--- config.mk ---
export PLATFORM = sky130hd
export DESIGN_NAME = frame_streamer
export DESIGN_NICKNAME = d
export VERILOG_FILES = /design/src/rtl/imgfilt_pkg.sv /design/src/rtl/frame_streamer.sv
export SDC_FILE = /design/constraint.sdc
export NUM_CORES = 1
export LEC_CHECK = 0
export ABC_AREA = 0
export CORE_MARGIN = 2
export CORE_UTILIZATION = 49
export DETAILED_ROUTE_END_ITERATION = 6
export PLACE_DENSITY = 0.84
export REMOVE_ABC_BUFFERS = 1
export SLEW_MARGIN = 20
export SYNTH_ARGS = -nofsm -noshare
export SYNTH_HDL_FRONTEND = slang
export SYNTH_SLANG_ARGS = --single-unit
--- constraint.sdc ---
create_clock -name sys_clk -period 8.6 [get_ports sys_clk]
set_clock_uncertainty 0.15 [all_clocks]
set_input_delay 2.58 -clock sys_clk [delete_from_list [all_inputs] [get_ports sys_clk]]
set_output_delay 2.58 -clock sys_clk [all_outputs]
set_load 0.03 [all_outputs]
--- src/rtl/imgfilt_pkg.sv ---
// imgfilt_pkg: shared state encoding and beat arithmetic for the frame streamer.
package imgfilt_pkg;

    typedef enum logic [2:0] {IDLE, SOF, LINE, HBLANK, DONE} stream_state_t;

    function automatic logic [15:0] beats_per_line(input logic [15:0] col_size, input logic [15:0] pix);
        logic [16:0] sum;
        sum = {1'b0, col_size} + {1'b0, pix} - 17'd1;
        return 16'(sum / {1'b0, pix});
    endfunction

endpackage

--- src/rtl/frame_streamer.sv ---
// frame_streamer: pulls packed pixel words upstream and frames them as rows x beats
// with programmable horizontal blanking for the filter chain.
module frame_streamer
    import imgfilt_pkg::*;
#(
    parameter int DWIDTH   = 10,
    parameter int PIXCNT   = 8,
    parameter int ROWS     = 2048,
    parameter int COLS     = 2448,
    parameter int HB_WIDTH = 8
) (
    input  logic                       sys_clk,
    input  logic                       sys_rst,
    input  logic                       start,
    input  logic [$clog2(ROWS)-1:0]    rowSize,
    input  logic [$clog2(COLS)-1:0]    colSize,
    input  logic [HB_WIDTH-1:0]        hblank,
    input  logic [DWIDTH*PIXCNT-1:0]   s_data,
    input  logic                       s_valid,
    output logic                       s_ready,
    output logic                       new_frame,
    output logic [DWIDTH*PIXCNT-1:0]   data_out,
    output logic                       data_vld,
    output logic                       busy,
    output logic                       frame_done,
    output logic [15:0]                stall_cnt
);

    localparam int RW = $clog2(ROWS);
    localparam int CW = $clog2(COLS);
    localparam int DW = DWIDTH * PIXCNT;

    stream_state_t       state_q, state_d;
    logic [RW-1:0]       rows_q, rows_d, row_q, row_d;
    logic [CW-1:0]       beats_q, beats_d, beat_q, beat_d;
    logic [HB_WIDTH-1:0] hb_q, hb_d, blank_q, blank_d;
    logic [15:0]         stall_q, stall_d;
    logic [DW-1:0]       data_q;
    logic                vld_q, done_q;
    logic                hs, last_beat, last_row;

    assign s_ready    = state_q == LINE;
    assign hs         = s_valid & s_ready;
    assign last_beat  = beat_q == beats_q - CW'(1);
    assign last_row   = row_q == rows_q - RW'(1);
    assign new_frame  = state_q == SOF;
    assign busy       = state_q != IDLE;
    assign frame_done = done_q;
    assign data_out   = data_q;
    assign data_vld   = vld_q;
    assign stall_cnt  = stall_q;

    always_comb begin
        state_d = state_q;
        rows_d  = rows_q;
        beats_d = beats_q;
        hb_d    = hb_q;
        row_d   = row_q;
        beat_d  = beat_q;
        blank_d = blank_q;
        stall_d = stall_q;
        case (state_q)
            IDLE: begin
                if (start) begin
                    rows_d  = rowSize;
                    beats_d = CW'(beats_per_line(16'(colSize), 16'(PIXCNT)));
                    hb_d    = hblank;
                    row_d   = '0;
                    beat_d  = '0;
                    blank_d = '0;
                    stall_d = '0;
                    state_d = (rowSize != '0 && colSize != '0) ? SOF : DONE;
                end
            end
            SOF: state_d = LINE;
            LINE: begin
                if (!s_valid && stall_q != 16'hFFFF)
                    stall_d = stall_q + 16'd1;
                if (hs) begin
                    if (!last_beat) begin
                        beat_d = beat_q + CW'(1);
                    end else if (last_row) begin
                        state_d = DONE;
                    end else begin
                        beat_d = '0;
                        row_d  = row_q + RW'(1);
                        if (hb_q != '0) begin
                            state_d = HBLANK;
                            blank_d = hb_q;
                        end
                    end
                end
            end
            // blank_q counts down from hblank, so the gap is exactly hblank cycles
            HBLANK: begin
                blank_d = blank_q - HB_WIDTH'(1);
                state_d = (blank_q == HB_WIDTH'(1)) ? LINE : HBLANK;
            end
            DONE:    state_d = IDLE;
            default: state_d = IDLE;
        endcase
    end

    always_ff @(posedge sys_clk or posedge sys_rst) begin
        if (sys_rst) begin
            state_q <= IDLE;
            rows_q  <= '0;
            beats_q <= '0;
            hb_q    <= '0;
            row_q   <= '0;
            beat_q  <= '0;
            blank_q <= '0;
            stall_q <= '0;
            data_q  <= '0;
            vld_q   <= 1'b0;
            done_q  <= 1'b0;
        end else begin
            state_q <= state_d;
            rows_q  <= rows_d;
            beats_q <= beats_d;
            hb_q    <= hb_d;
            row_q   <= row_d;
            beat_q  <= beat_d;
            blank_q <= blank_d;
            stall_q <= stall_d;
            vld_q   <= hs;
            done_q  <= state_q == DONE;
            if (hs)
                data_q <= s_data;
        end
    end

endmodule

==> results.md, run 1 <==
| Metric | Reported |
| --- | --- |
| Die Area | 17330 µm² |
| Average wire per standard cell | 16.61 µm |
| Share of the yosys chip area belonging to registers | 50.47% |
| End point of the critical path | stall_cnt[13] |
| Number of failing setup endpoints in the final timing report | 0 |
| Share of async-settable or async-resettable flops after synthesis | 100.0% |
| Root Buffer | sky130_fd_sc_hd__clkbuf_16 |
| Largest net degree at the start of global routing | 85 |
| Worst slew slack as a fraction of its limit | 34.30% |
| Register-to-register setup slack | 4.57 ns |
| Highest metal layer with signal wires | met4 |
| Arrival time worst endpoint | 5.72 ns |
| Layout Nets | 1250 |
| Post-CTS setup-driven buffer insertion count | 0 |
| Quantity of gates resized following cts | 0 |
| Number of DRC markers in iteration 0 | 658 |
| Top post-synthesis cells by area | sky130_fd_sc_hd__dfrtp_1, sky130_fd_sc_hd__nand2_1, sky130_fd_sc_hd__xnor2_1 |
| Horizontal die dimension | 131.6 µm |
| Worst setup path class | input pin to register |
| M1 WL | 8786 µm |
| Count of final hold-check violations | 0 |
| Maximum VDD drop | 0.1483 mV |
| Status | finished clean |
| Layout filler cell count | 1253 |
| DR WL met2 | 11180 µm |
| Startpoint types | input pin |
| Clock transition at the registers of the reported paths | 0.07 ns |
| Startpoint of the worst-slack reg-to-reg timing path | state_q[2] |
| Initial antenna violation count | 0 |
| Combined global-route utilization of all metal layers | 26.48% |
| Deepest level of the CTS H-tree | 4 |
| Number of library cell types mapped by synthesis | 68 |
| Share of post-route cells with drive strength above 1 | 5.175% |
| Type of destination of the critical path | register |
| Maximum clock frequency | 180.4 MHz |
| Via count of the first global-routing pass | 7472 |
| Minimum clock period | 5.542 ns |
| Top FF cell, synth | sky130_fd_sc_hd__dfrtp_1 |
| Tot Pwr | 0.002034 W |
| Mean number of vias per cell | 5.443 |
| TritonCTS buffer count | 17 |
| Top-count cell post-synth | sky130_fd_sc_hd__nand2_1 |
| Syn-to-layout area delta | 35.64% |
| Top cell types by occurrence after synthesis | sky130_fd_sc_hd__nand2_1, sky130_fd_sc_hd__dfrtp_1, sky130_fd_sc_hd__o21ai_0, sky130_fd_sc_hd__nor2_1, sky130_fd_sc_hd__clkbuf_1 |
| CTS hold repair buffers | 0 |
| IO buf count | 215 |
| Setup total negative slack | 0 ns |
| Largest driver fanout on the critical path | 37 |
| Number of instances in the synthesized netlist | 931 |
| End of the worst register-to-register path | beat_q[10] |
| Total wire length after detailed routing | 22520 µm |
| Via count of the routed design | 7381 |
| Routability Congestion | 0.9192 |
| Number of max-slew violations in the final report | 0 |
| Setup repair after global routing missed its margin | false |
| Total standard cell area after synthesis | 7983 µm² |
| Final period util | 64.45% |
| Post-synthesis register bit count | 161 |
| Pre-Repair DR Iteration Count | 5 |
| Ports placed on the boundary | 216 |
| Final design area excluding fillers | 10830 µm² |
| Max capacitance violation total | 0 |
| Worst reg-to-reg path cell count | 11 |
| Cell row count | 46 |
| Initial core utilization | 50.25% |
| Height of the die | 131.6 µm |
| Clock tree sinks | 161 |
| Hold Path Class | register to register |
| Mean post-synth cell area | 8.574 µm² |
| Cell Pwr Density | 187.8 nW/µm² |
| Area share of the largest cell type after synthesis | 50.47% |
| Critical path required time | 8.78 ns |
| Wire length of the first global-routing pass | 37100 µm |
| Clock latency reported for the late side of the worst-skew pair | 0.42 ns |
| Post-detailed-route DRC marker count | 0 |
| Ys Warns | 0 |
| Worst-Margin Slew | 0.9855 ns |
| Routed length on met3 | 2066 µm |
| Number of standard cells in the layout, taps in and fillers out | 1356 |
| Number of enable flip-flop cells after synthesis | 0 |
| Placed Instances | 1325 |
| Clock Path Buffers | 2 |
| Static leakage | 4.870 nW |
| Remaining global-route overflow | 0 |
| Post-DRT Antenna Nets | 0 |
| Clock tree from TritonCTS | yes |
| Core Box Area | 15890 µm² |
| Dpl cell area | 10270 µm² |
| Placed wire-length estimate | 15570 µm |
| Crit. Startpoint | start |
| Number of diodes added for antenna fixing | 0 |
| Biggest area consumer among synthesized cells | sky130_fd_sc_hd__dfrtp_1 |
-- where the power goes --
part           switching [W]  internal (W)  leakage (nW)  total (W)
sequential         0.0000717      0.000823          2.01   0.000895
combinational       0.000239      0.000193          2.60   0.000433
clock               0.000326      0.000380         0.254   0.000706
total               0.000637       0.00140          4.87    0.00203
-- layout make-up --
cell class | instances | area, µm² | area share (%)
clock buffers | 18 | 439.2 | 4.056
clock inverters | 13 | 107.6 | 0.9938
inverters | 28 | 110.1 | 1.017
multi-input cells | 700 | 3682 | 34.01
flip-flops and latches | 161 | 4029 | 37.21
well taps | 216 | 270.3 | 2.496
repair buffers | 220 | 2190 | 20.22
-- worst min path at each step --
stage                   endpoint         start  cells after the start
global placement    data_out[65]  data_out[65]                      2
finish              data_out[29]  data_out[29]                      2
CTS                 data_out[55]  data_out[55]                      2
floorplan             blank_q[6]    blank_q[6]                      1
global route        data_out[11]  data_out[11]                      2
detailed placement  data_out[55]  data_out[55]                      2
-- layer usage --
layer / GRT usage [%] / vias up
met3: 10.92 / 37
met2: 44.01 / 272
met5: 0 / -
met4: 8.575 / 0
met1: 31.23 / 3535
li1: - / 3537
-- sequential cells by signal, summed over array words and instances (netlist names) --
signal / cells
beat_q: 12
beats_q: 10
blank_q: 8
data_out: 80
data_vld: 1
frame_done: 1
hb_q: 8
row_q: 11
rows_q: 11
stall_cnt: 16
state_q: 3
-- placed cells by master (no fill, tap or decap), types with 5 or more instances in the layout --
cell	count
sky130_fd_sc_hd__o21ai_0	38
sky130_fd_sc_hd__or3_1	8
sky130_fd_sc_hd__a211oi_1	5
sky130_fd_sc_hd__mux2i_1	6
sky130_fd_sc_hd__clkinvlp_4	5
sky130_fd_sc_hd__or2_2	6
sky130_fd_sc_hd__inv_6	5
sky130_fd_sc_hd__nand2_1	341
sky130_fd_sc_hd__inv_1	26
sky130_fd_sc_hd__nor2_1	37
sky130_fd_sc_hd__nand3_1	23
sky130_fd_sc_hd__or4_1	9
sky130_fd_sc_hd__o2bb2ai_1	6
sky130_fd_sc_hd__o31ai_1	12
sky130_fd_sc_hd__clkdlybuf4s50_1	215
sky130_fd_sc_hd__ha_1	7
sky130_fd_sc_hd__nor3_1	25
sky130_fd_sc_hd__dfrtp_1	161
sky130_fd_sc_hd__nand4b_1	7
sky130_fd_sc_hd__nor4_1	12
sky130_fd_sc_hd__and3_1	5
sky130_fd_sc_hd__xor2_1	19
sky130_fd_sc_hd__clkbuf_16	17
sky130_fd_sc_hd__xnor2_1	24
sky130_fd_sc_hd__a21oi_1	28
sky130_fd_sc_hd__buf_4	5
sky130_fd_sc_hd__nand4_1	12
-- logic make-up (layout without fill, tap and decap cells) --
| kind of cell | after synthesis | count (layout) | share of synthesized area, % |
|---|---|---|---|
| fa+ha+maj | 7 | 7 | 1.097 |
| flops | 161 | 161 | 50.47 |
| mux | 6 | 6 | 0.7524 |
| compound gates | 127 | 127 | 10.25 |
| simple gates | 517 | 517 | 29.17 |
| buf+inv | 70 | 279 | 3.542 |
| xor+xnor | 43 | 43 | 4.718 |
-- critical path, cell delays in order --
cell,delay [ns]
sky130_fd_sc_hd__clkdlybuf4s50_1,0.52
sky130_fd_sc_hd__or4b_2,0.99
sky130_fd_sc_hd__o21ai_0,0.19
sky130_fd_sc_hd__o31ai_1,0.22
sky130_fd_sc_hd__nor3_1,0.45
sky130_fd_sc_hd__nand3_1,0.23
sky130_fd_sc_hd__or3_1,0.36
sky130_fd_sc_hd__a21oi_1,0.17
-- metrics by stage --
| stage | setup slack (ns) | utilization [%] | hold WS [ns] |
|---|---|---|---|
| 3_5_place_dp | 2.607 | 64.67 | 0.3116 |
| 4_1_cts | 3.050 | 68.12 | 0.3268 |
| 2_1_floorplan | 1.522 | - | 0.2981 |
| 5_1_grt | 2.802 | 68.16 | 0.3461 |
| 6_report | 3.058 | 68.16 | 0.3244 |
| 3_3_place_gp | 2.776 | 64.67 | 0.3063 |
Power figures use the tool's default switching activity.
==> run 2: changes to the inputs <==
- clock period: 8.6 -> 5.2 ns (I/O delays scaled with it)
==> results.md, run 2 (synthesis gave the netlist of run 1 again) <==
| Metric | Reported |
| --- | --- |
| Status | finished clean |
| Placed wire-length estimate | 15770 µm |
| Routability Congestion | 0.8849 |
| Cell Pwr Density | 314.4 nW/µm² |
| Area of the multi-input gates | 3682 µm² |
| Syn-to-layout area delta | 36.41% |
| Initial core utilization | 50.25% |
| Remaining global-route overflow | 0 |
| Number of standard cells in the layout, taps in and fillers out | 1361 |
| Placed Instances | 1329 |
| Clock transition at the registers of the reported paths | 0.06 ns |
| Post-DRT Antenna Nets | 0 |
| Commonest cells after routing, fill and taps aside | sky130_fd_sc_hd__nand2_1, sky130_fd_sc_hd__clkdlybuf4s50_1, sky130_fd_sc_hd__dfrtp_1 |
| Quantity of gates resized following cts | 0 |
| Arrival time worst endpoint | 2.46 ns |
| Most common cell after layout, fill and taps aside | sky130_fd_sc_hd__nand2_1 |
| Chain of cells forming the critical path | or3b_2 > inv_1 > clkdlybuf4s50_1 |
| Average wire per standard cell | 16.49 µm |
| Hold Path Class | register to register |
| Worst-Margin Slew | 0.9081 ns |
| Maximum VDD drop | 0.2464 mV |
| Deepest level of the CTS H-tree | 4 |
| Critical path required time | 3.49 ns |
| Clock Path Buffers | 2 |
| Type of destination of the critical path | primary output |
| Post-detailed-route DRC marker count | 0 |
| Post-CTS setup-driven buffer insertion count | 0 |
| Initial antenna violation count | 0 |
| Startpoint types | register |
| Slowest-stage cell, CP | sky130_fd_sc_hd__or3b_2 |
| Cell row count | 46 |
| Total wire length after detailed routing | 22440 µm |
| Worst reg-to-reg path cell count | 10 |
| Max capacitance violation total | 0 |
| Cell family with the largest share of critical-path delay | buffers and inverters |
| Via count of the first global-routing pass | 7345 |
| Maximum clock frequency | 240.0 MHz |
| Die Area | 17330 µm² |
| Wire length of the first global-routing pass | 37210 µm |
| Root Buffer | sky130_fd_sc_hd__clkbuf_16 |
| CTS hold repair buffers | 0 |
| Number of DRC markers in iteration 0 | 587 |
| Static leakage | 4.916 nW |
| Flip-flop count of the largest register after layout | 80 |
| Worst setup path class | register to primary output |
| Mean number of vias per cell | 5.443 |
| Share of post-route cells with drive strength above 1 | 5.590% |
| Cell count of the worst hold path | 2 |
| Number of max-slew violations in the final report | 0 |
| Final period util | 80.13% |
| WP depth | 3 |
| Clock tree from TritonCTS | yes |
| Worst slew slack as a fraction of its limit | 38.94% |
| Pre-Repair DR Iteration Count | 7 |
| Setup repair after global routing missed its margin | false |
| Clock tree sinks | 161 |
| Delay of the slowest critical-path stage | 0.70 ns |
| Via count of the routed design | 7408 |
| Ports placed on the boundary | 216 |
| TritonCTS buffer count | 17 |
| Register-to-register setup slack | 1.55 ns |
| Storage cell area | 4029 µm² |
| Layout Nets | 1254 |
| Largest net degree at the start of global routing | 88 |
| Setup WS pre-CTS | 0.6764 ns |
| IO buf count | 215 |
| Combined global-route utilization of all metal layers | 26.65% |
| Number of buffers and inverters on the critical path | 2 |
| Number of diodes added for antenna fixing | 0 |
| Setup ws final | 1.033 ns |
| Count of final hold-check violations | 0 |
| Largest driver fanout on the critical path | 16 |
| Height of the die | 131.6 µm |
| Number of failing setup endpoints in the final timing report | 0 |
| Core Box Area | 15890 µm² |
| Clock latency reported for the late side of the worst-skew pair | 0.43 ns |
| Horizontal die dimension | 131.6 µm |
| Layout filler cell count | 1279 |
| Minimum clock period | 4.167 ns |
[run 2: cell types whose count changed in the layout (fill, tap and decap cells not counted), sizes merged]
cell / delta
bufinv: +1
buf: +4
clkbuf: +1
clkinv: +1
inv: +1
clkinvlp: -3
[run 2: final cells by class]
type	instances	share of cell area (%)
Clock buffer	19	4.159
Clock inverter	13	1.149
Inverter	28	1.011
Multi-Input combinational cell	700	33.82
Sequential cell	161	37.00
Tap cell	216	2.482
Timing Repair Buffer	224	20.38
[run 2: worst register-to-register path: cells and delay by family, from the launching register on]
kind                       cells  cell delay [ns]
and+or+nand+nor                3             1.33
AOI/OAI and AO/OA              4             1.12
DFF                            1             0.45
adders and majority gates      1             0.30
buffers and inverters          2             0.22
[run 2: report_power, final]
| part | internal [W] | switching (W) | total, W |
|---|---|---|---|
| clock | 0.000692 | 0.000539 | 0.00123 |
| sequential | 0.00136 | 0.000116 | 0.00148 |
| combinational | 0.000320 | 0.000395 | 0.000715 |
| total | 0.00237 | 0.00105 | 0.00342 |
[run 2: metal layers]
| layer | GRT usage (%) | wire, µm | up-vias |
|---|---|---|---|
| met3 | 9.529 | 1930 | 53 |
| met2 | 43.34 | 10980 | 261 |
| met5 | 0 | 0 | - |
| met4 | 10.57 | 729 | 0 |
| li1 | - | - | 3547 |
| met1 | 32.40 | 8799 | 3547 |
[run 2: worst paths after layout]
| path | start | to |
|---|---|---|
| worst min-delay path | data_out[57] | data_out[57] |
| max in group asynchronous | sys_rst | rows_q[1] |
| worst min register to register | data_out[57] | data_out[57] |
| worst max-delay path | state_q[2] | s_ready |
| worst max register to register | beats_q[0] | row_q[3] |
| min in group asynchronous | sys_rst | data_out[47] |
[run 2: through the flow]
stage	hold WS (ns)	util [%]	cell area, µm²	total power [W]	TNS, ns
after floorplan	0.2981	-	7805	0.001868	-144.05
after detailed placement	0.3113	64.86	10300	0.002210	0
after CTS	0.3281	68.50	10880	0.003447	0
after global placement	0.3068	64.86	10300	0.002192	0
final	0.3212	68.55	10890	0.003424	0
after global routing	0.3496	68.55	10890	0.003570	0
==> run 3: changes to the inputs <==
- CORE_UTILIZATION: 49 -> 44
- PLACE_DENSITY: 0.84 -> 0.8
- clock period: 5.2 -> 3.6 ns (I/O delays scaled with it)
==> results.md, run 3 (synthesis gave the netlist of run 1 again) <==
| Metric | Reported |
| --- | --- |
| Status | finished clean |
| Post-CTS setup-driven buffer insertion count | 0 |
| Core Box Area | 17900 µm² |
| Hold Path Class | register to register |
| TritonCTS buffer count | 17 |
| Flip-flop count of the largest register after layout | 80 |
| Critical path required time | 2.37 ns |
| Layout filler cell count | 1536 |
| Largest net degree at the start of global routing | 82 |
| Arrival time worst endpoint | 2.22 ns |
| Wire length of the first global-routing pass | 37010 µm |
| Mean number of vias per cell | 5.224 |
| Hold endpoint | data_out[65] |
| Startpoint of the worst-slack reg-to-reg timing path | beats_q[2] |
| Number of max-slew violations in the final report | 0 |
| Hold path start | data_out[65] |
| Pre-Repair DR Iteration Count | 5 |
| Startpoint types | register |
| Number of DRC markers in iteration 0 | 463 |
| Clock Path Buffers | 2 |
| Final period util | 95.87% |
| Post-DRT Antenna Nets | 0 |
| IO buf count | 215 |
| Height of the die | 138.7 µm |
| Most common cell after layout, fill and taps aside | sky130_fd_sc_hd__nand2_1 |
| Number of failing setup endpoints in the final timing report | 0 |
| Setup WS pre-CTS | -0.01689 ns |
| Remaining global-route overflow | 0 |
| Register-to-register setup slack | 0.39 ns |
| Initial core utilization | 44.59% |
| Commonest cells after routing, fill and taps aside | sky130_fd_sc_hd__nand2_1, sky130_fd_sc_hd__clkdlybuf4s50_1, sky130_fd_sc_hd__dfrtp_1 |
| Storage cell area | 4029 µm² |
| Setup ws final | 0.1488 ns |
| Initial antenna violation count | 0 |
| Layout Nets | 1273 |
| Setup repair after global routing missed its margin | false |
| Ports placed on the boundary | 216 |
| Die Area | 19240 µm² |
| Maximum VDD drop | 0.3272 mV |
| CTS hold repair buffers | 0 |
| Worst slew slack as a fraction of its limit | 42.30% |
| Quantity of gates resized following cts | 0 |
| Cell Pwr Density | 450.2 nW/µm² |
| Number of standard cells in the layout, taps in and fillers out | 1393 |
| End of the worst register-to-register path | blank_q[6] |
| Max capacitance violation total | 0 |
| Clock transition at the registers of the reported paths | 0.08 ns |
| Clock tree from TritonCTS | yes |
| Worst reg-to-reg path cell count | 8 |
| Static leakage | 5.022 nW |
| Cell row count | 49 |
| Horizontal die dimension | 138.7 µm |
| Worst setup path class | register to primary output |
| Minimum clock period | 3.451 ns |
| Routability Congestion | 0.8919 |
| Cell count of the worst hold path | 2 |
| Placed wire-length estimate | 15930 µm |
| Total wire length after detailed routing | 22110 µm |
| Share of post-route cells with drive strength above 1 | 7.131% |
| Clock tree sinks | 161 |
| Via count of the routed design | 7277 |
| Maximum clock frequency | 289.8 MHz |
| Root Buffer | sky130_fd_sc_hd__clkbuf_16 |
| Via count of the first global-routing pass | 7442 |
| Worst hold margin | 0.3256 ns |
| Combined global-route utilization of all metal layers | 23.51% |
| Setup total negative slack | 0 ns |
| Placed Instances | 1361 |
| Area of the multi-input gates | 3674 µm² |
| Post-detailed-route DRC marker count | 0 |
| Number of diodes added for antenna fixing | 0 |
| Syn-to-layout area delta | 38.68% |
| Largest driver fanout on the critical path | 16 |
| Type of destination of the critical path | primary output |
| Clock latency reported for the late side of the worst-skew pair | 0.43 ns |
| Average wire per standard cell | 15.87 µm |
| Deepest level of the CTS H-tree | 4 |
| Count of final hold-check violations | 0 |
| Worst-Margin Slew | 0.8637 ns |
## run 3: layout make-up
class	instances	share of cell area, %
clock buffers	18	3.967
well taps	229	2.588
flip-flops and latches	161	36.39
inverters	28	0.9946
repair buffers	243	21.43
clock inverters	14	1.447
multi-input cells	700	33.18
## run 3: critical path, cell delays in order (launching register included)
cell	delay, ns
sky130_fd_sc_hd__dfrtp_1	0.53
sky130_fd_sc_hd__or3b_2	0.70
sky130_fd_sc_hd__inv_1	0.33
sky130_fd_sc_hd__buf_4	0.23
## run 3: through the flow
stage	util, %	instance area (µm²)	power [W]
after floorplan	-	7805	0.002698
after global routing	61.84	11070	0.005221
final	61.84	11070	0.004984
after detailed placement	58.49	10470	0.003201
after global placement	58.49	10470	0.003179
after CTS	61.84	11070	0.005025
## run 3: worst max path at each step
stage | to | from | depth (start not counted) | slack, ns
2_1_floorplan | beat_q[6] | state_q[2] | 8 | -2.11
3_3_place_gp | stall_cnt[13] | start | 8 | 0.04
6_report | s_ready | state_q[2] | 3 | 0.15
3_5_place_dp | stall_cnt[13] | start | 8 | -0.02
4_1_cts | s_ready | state_q[2] | 3 | 0.17
5_1_grt | s_ready | state_q[2] | 3 | 0.08
## run 3: power by group
part           switching (W)  total [W]  internal (W)
registers           0.000165    0.00213       0.00197
clock network       0.000859    0.00181      0.000954
logic               0.000569    0.00104      0.000471
total                0.00159    0.00498       0.00339
## run 3: routing by layer
metal  vias to the layer above  wire (µm)  track usage, %
met5                         -          0               0
met4                         0        333           5.901
met3                        21       1964           9.289
met2                       232      10840           40.02
met1                      3439       8971           28.08
li1                       3585          -               -
